--- src/rtl/lcd_bus_receiver.sv ---
// rtl/lcd_bus_receiver.sv - passive HD44780 8-bit write-bus decoder keeping a 2x16 character shadow.
// Short-strobe rejection (MIN_E_HIGH, glitch) is built only when LCD_RX_GLITCH_FILTER_EN is defined.
module lcd_bus_receiver #(
   parameter int MIN_E_HIGH = 2
) (
   input  logic       clk,
   input  logic       reset,
   input  logic       lcd_e,
   input  logic       lcd_rs,
   input  logic       lcd_rw,
   input  logic [7:0] lcd_data,
   input  logic [4:0] rd_addr,
   output logic [7:0] rd_char,
   output logic [6:0] cur_addr,
   output logic [7:0] last_cmd,
   output logic       wr_strobe,
   output logic       cmd_strobe,
   output logic       rw_seen,
   output logic       overrun,
   output logic       glitch,
   output logic       clearing
);

   typedef enum logic [1:0] {CLEAR, IDLE, E_HIGH, COMMIT} state_t;

`ifdef LCD_RX_GLITCH_FILTER_EN
   localparam logic [3:0] MIN_COUNT = (MIN_E_HIGH < 1)  ? 4'd1  :
                                      (MIN_E_HIGH > 15) ? 4'd15 : 4'(MIN_E_HIGH);
`else
   // Unfiltered: a single synchronized high cycle always qualifies, whatever MIN_E_HIGH is.
   localparam logic [3:0] MIN_COUNT = (MIN_E_HIGH > 0) ? 4'd1 : 4'd1;
`endif

   state_t      state, next_state;
   logic [10:0] sync1, sync2;
   logic        e_s, rs_s, rw_s;
   logic [7:0]  data_s;
   logic        e_prev;
   logic        hold_rs, hold_rw;
   logic [7:0]  hold_data;
   logic [3:0]  e_count;
   logic [4:0]  clr_idx;
   logic        inc_mode, cgram_mode;
   logic [7:0]  shadow [32];

   logic        capture, load_count, do_commit, do_glitch, drop, is_clear_cmd;
   logic        shadow_we;
   logic [4:0]  shadow_idx;
   logic [7:0]  shadow_wdata;

   assign e_s    = sync2[10];
   assign rs_s   = sync2[9];
   assign rw_s   = sync2[8];
   assign data_s = sync2[7:0];

   assign clearing     = (state == CLEAR);
   assign is_clear_cmd = !hold_rw && !hold_rs && (hold_data == 8'h01);

   function automatic logic [6:0] step_addr(input logic [6:0] a, input logic up);
      if (up) begin
         if (a == 7'h27) return 7'h40;
         if (a == 7'h67) return 7'h00;
         return a + 7'd1;
      end
      if (a == 7'h00) return 7'h67;
      if (a == 7'h40) return 7'h27;
      return a - 7'd1;
   endfunction

   always_ff @(posedge clk) begin
      if (reset) begin
         sync1 <= '0;
         sync2 <= '0;
         state <= CLEAR;
      end else begin
         sync1 <= {lcd_e, lcd_rs, lcd_rw, lcd_data};
         sync2 <= sync1;
         state <= next_state;
      end
   end

   always_comb begin
      next_state = state;
      capture    = 1'b0;
      load_count = 1'b0;
      do_commit  = 1'b0;
      do_glitch  = 1'b0;
      drop       = 1'b0;
      case (state)
         CLEAR: begin
            drop = e_prev && !e_s;
            if (clr_idx == 5'd31) next_state = IDLE;
         end
         IDLE: begin
            if (e_s) begin
               next_state = E_HIGH;
               capture    = 1'b1;
               load_count = 1'b1;
            end
         end
         E_HIGH: begin
            if (e_s) begin
               capture = 1'b1;
            end else if (e_count >= MIN_COUNT) begin
               next_state = COMMIT;
            end else begin
               next_state = IDLE;
               do_glitch  = 1'b1;
            end
         end
         COMMIT: begin
            do_commit = 1'b1;
            if (is_clear_cmd) begin
               next_state = CLEAR;
            end else if (e_s) begin
               next_state = E_HIGH;
               capture    = 1'b1;
               load_count = 1'b1;
            end else begin
               next_state = IDLE;
            end
         end
         default: next_state = CLEAR;
      endcase
   end

   // Single write port shared by the clear sweep and DDRAM data commits; never both at once.
   always_comb begin
      shadow_we    = 1'b0;
      shadow_idx   = clr_idx;
      shadow_wdata = 8'h20;
      if (state == CLEAR) begin
         shadow_we = 1'b1;
      end else if (do_commit && !hold_rw && hold_rs && !cgram_mode) begin
         shadow_wdata = hold_data;
         if (cur_addr[6:4] == 3'b000) begin
            shadow_we  = 1'b1;
            shadow_idx = {1'b0, cur_addr[3:0]};
         end else if (cur_addr[6:4] == 3'b100) begin
            shadow_we  = 1'b1;
            shadow_idx = {1'b1, cur_addr[3:0]};
         end
      end
      if (reset) shadow_we = 1'b0;
   end

   always_ff @(posedge clk) begin
      if (shadow_we) shadow[shadow_idx] <= shadow_wdata;
   end

   always_ff @(posedge clk) begin
      if (reset) begin
         e_prev     <= 1'b0;
         hold_rs    <= 1'b0;
         hold_rw    <= 1'b0;
         hold_data  <= 8'h00;
         e_count    <= 4'd0;
         clr_idx    <= 5'd0;
         cur_addr   <= 7'h00;
         inc_mode   <= 1'b1;
         cgram_mode <= 1'b0;
         last_cmd   <= 8'h00;
         wr_strobe  <= 1'b0;
         cmd_strobe <= 1'b0;
         rw_seen    <= 1'b0;
         overrun    <= 1'b0;
         glitch     <= 1'b0;
         rd_char    <= 8'h00;
      end else begin
         e_prev     <= e_s;
         rd_char    <= shadow[rd_addr];
         wr_strobe  <= 1'b0;
         cmd_strobe <= 1'b0;
         rw_seen    <= 1'b0;
         glitch     <= do_glitch;
         if (drop) overrun <= 1'b1;
         clr_idx <= (state == CLEAR) ? clr_idx + 5'd1 : 5'd0;

         if (capture) begin
            hold_rs   <= rs_s;
            hold_rw   <= rw_s;
            hold_data <= data_s;
         end
         if (load_count)                     e_count <= 4'd1;
         else if (capture && e_count != 4'hF) e_count <= e_count + 4'd1;

         if (do_commit) begin
            if (hold_rw) begin
               rw_seen <= 1'b1;
            end else if (hold_rs) begin
               wr_strobe <= 1'b1;
               if (!cgram_mode) cur_addr <= step_addr(cur_addr, inc_mode);
            end else begin
               last_cmd   <= hold_data;
               cmd_strobe <= 1'b1;
               if (hold_data[7]) begin
                  cur_addr   <= hold_data[6:0];
                  cgram_mode <= 1'b0;
               end else if (hold_data[6]) begin
                  cgram_mode <= 1'b1;
               end else if (hold_data[5:3] == 3'b000) begin
                  if (hold_data[2]) begin
                     inc_mode <= hold_data[1];
                  end else if (hold_data[1]) begin
                     cur_addr   <= 7'h00;
                     cgram_mode <= 1'b0;
                  end else if (hold_data[0]) begin
                     cur_addr   <= 7'h00;
                     inc_mode   <= 1'b1;
                     cgram_mode <= 1'b0;
                  end
               end
            end
         end
      end
   end

endmodule
--- config.mk ---
export PLATFORM = sky130hd
export DESIGN_NAME = lcd_bus_receiver
export DESIGN_NICKNAME = d
export VERILOG_FILES = /design/src/rtl/lcd_bus_receiver.sv
export SDC_FILE = /design/constraint.sdc
export NUM_CORES = 1
export LEC_CHECK = 0
export ABC_AREA = 1
export CAP_MARGIN = 20
export CORE_MARGIN = 2
export CORE_UTILIZATION = 28
export DETAILED_ROUTE_END_ITERATION = 8
export MAX_ROUTING_LAYER = met4
export PLACE_DENSITY = 0.44
export SYNTH_ARGS = -nofsm -noshare
export SYNTH_HDL_FRONTEND = slang
export SYNTH_SLANG_ARGS = --single-unit
--- constraint.sdc ---
create_clock -name clk -period 2.2 [get_ports clk]
set_input_delay 0.55 -clock clk [delete_from_list [all_inputs] [get_ports clk]]
set_output_delay 0.55 -clock clk [all_outputs]
set_load 0.01 [all_outputs]
==> metrics.csv <==
metric,value,unit
status,"complete, no violations",
Congestion Overflow GR,0,
Tcrit/Tclk final,97.0,%
RSZ-0062 raised after global routing,yes,
cell area after layout,16800,sq um
"area leader, netlist",edfxtp_1,
first-pass GRT wire length,55800,um
Iteration-0 DRC Markers,647,
crit path cell chain,clkdlybuf4s50_1,
Crit path required time,1.65,ns
share of cells above drive strength 1,13.9,%
clk_skew,0.0304,ns
Power Dens Cells,806,nW/um^2
area added between synthesis and finish,24.0,%
Synth Area in Simple Gates,19.2,%
Synth Instances,1293,
per-cell routed wire length,17.7,um
number of global-route vias before repair,9255,
Fmax,469,MHz
reg-to-reg setup timing slack,0.14,ns
register bit total from synthesis,330,
initial core utilization,28.3,%
Post-synth top cells,"nand2_1, edfxtp_1, nor2_1, nand3_1, o21ai_0",
Crit Path Class,reg -> out,
post-synthesis sequential area ratio,67.8,%
TritonCTS buffer count,36,
io pins,47,
Area contributors post-synth,"edfxtp_1, dfxtp_1, nand2_1",
Max Cap Viol,0,
"antenna viol nets, final",0,
fraction of synthesis flops using an asynchronous set or reset pin,0,%
Root Buffer,clkbuf_16,
final hold vios,0,
Clock Path Buffers,3,
Post-synth EDFFs,256,
WL met1,17400,um
placed cell area,15500,sq um
Syn Nets,1322,
largest net degree at the start of global routing,60,
Rows,80,
Met2 Wirelength,16800,um
DRT Pass-1 Iters,5,
total die area,50100,sq um
clock latency on the worst-skew pair,0.54,ns
drc violations,0,
"delay-heaviest family, CP",buffers and inverters,
post-synth cell types,39,
# nets final,1446,
DR vias,9358,
Synth Flop Type,edfxtp_1,
CP Max Fanout,7,
Final Max Slew Viols,0,
largest family of logic cells by synthesized area,simple AND/OR/NAND/NOR gates,
Crit. End Element,primary output,
top-area cell type share of the netlist area,56.8,%
CTS tree,yes,
Met3 Wirelength,1410,um
minimum clock period after layout,2.13,ns
HPWL Detailed,23000,um
drt total wl,36400,um
final setup violation count,0,
Slew @ Worst Pin,0.528,ns
mux contribution to synthesized area,0,%
die width,224,um
input/output buffers,46,
"Slowest-stage cell, CP",clkdlybuf4s50_1,
CTS HTree Levels,2,
max incr delay on CP,0.60,ns
initial antenna violation count,0,
clock slew at reported path FFs,0.06,ns
most numerous cell in the Yosys netlist,nand2_1,
CP bufs+invs,1,
worst path arrival time,1.58,ns
HP Class,reg -> reg,
post-cts hold buffer count,0,
Setup crit start kind,register,
Global Route Usage Sum,15.1,%
Design Power,0.0135,W
Post-Synth Adder-Cell Area,1.02,%
Synth Area in Compound Gates,7.65,%
top routing layer used,met4,
DR vias/cell,4.55,
maximum VDD drop,0.446,mV
core box area,47700,sq um
LEAKAGE,6.11,nW
Antenna Cells,0,
RD Place Congestion,0.842,
Die H,224,um
Slew headroom,64.8,%
"Cell Area, Synth",13500,sq um
Post-Synth XOR/XNOR Area,0.324,%
average cell area after synthesis,10.5,sq um
YS warnings,0,
CTS sink cnt,330,
[registers in the layout, summed over array words and instances, names as in the netlist, 2 cells and up]
name and flops:
e_count 4, sync2 11, rd_char 8, hold_data 8
last_cmd 8, shadow 256, sync1 11, state 2
cur_addr 7, clr_idx 5
[metal layers]
layer	vias to the layer above	track usage (%)
li1	4672	-
met1	4446	20.3
met2	185	23.7
met3	55	2.27
met4	0	4.32
met5	-	-
[stage by stage]
step                setup TNS [ns]  util (%)  setup slack (ns)  std cells  hold slack (ns)
global route                -0.422      35.1           -0.0169       2058            0.417
detailed placement          -35.28      32.5            -0.246       1989            0.392
CTS                              0      34.9           0.00929       2053            0.401
floorplan                        0         -            0.0171       1293            0.388
finish                           0      35.1            0.0659       2058            0.400
global placement            -32.73      32.5            -0.242       1989            0.389
[final timing paths]
kind | cells past startpoint | end | startpoint
setup / recovery | 1 | cur_addr[1] | cur_addr[1]
hold / removal | 2 | sync2[9] | sync1[9]
setup reg to reg | 9 | shadow[30][7] | state[1]
hold reg to reg | 2 | sync2[9] | sync1[9]
[repair_timing]
action,in CTS,in global routing
hold endpoints to repair,0,0
endpoints found under the setup margin,3,259
buffers inserted,0,4
gates cloned,0,1
resized for setup,4,22
pin swaps,0,4
[area by class of cell]
class | count | area [sq um]
well taps | 615 | 769
fillers | 4718 | 31000
repair buffers | 151 | 1530
clock inverters | 10 | 110
inverters | 72 | 272
flip-flops and latches | 330 | 9170
multi-input cells | 826 | 3890
clock buffers | 54 | 1030
[kinds of logic after synthesis]
group	after synthesis
AND/OR/NAND/NOR	619
XOR/XNOR	5
flip-flops	330
adder cells (fa/ha/maj)	11
AO/OA/AOI/OAI	190
buffers and inverters	138
[power breakdown]
group          switching, W  internal, W  leakage, nW
Sequential        0.0000357      0.00674         2.91
Combinational      0.000542     0.000327         2.65
Clock               0.00240      0.00348        0.542
Total               0.00298       0.0105         6.11
[placed cells by master, fill, tap and decap left out, drive strengths merged]
master,n
a211oi,1
a21oi,58
a2bb2oi,1
a31oi,1
and2,1
buf,107
bufinv,2
clkbuf,54
clkdlybuf4s50,41
clkinv,8
clkinvlp,2
dfxtp,74
dlygate4sd2,2
dlymetal6s2s,1
edfxtp,256
ha,11
inv,70
nand2,280
nand3,145
nand3b,1
nand4,1
nor2,186
nor3,2
nor3b,1
nor4,3
o211ai,1
o21a,1
o21ai,106
o21bai,1
o22a,2
o22ai,9
o311ai,1
o31ai,8
xor2,5
(Power assumes the default switching activity.)
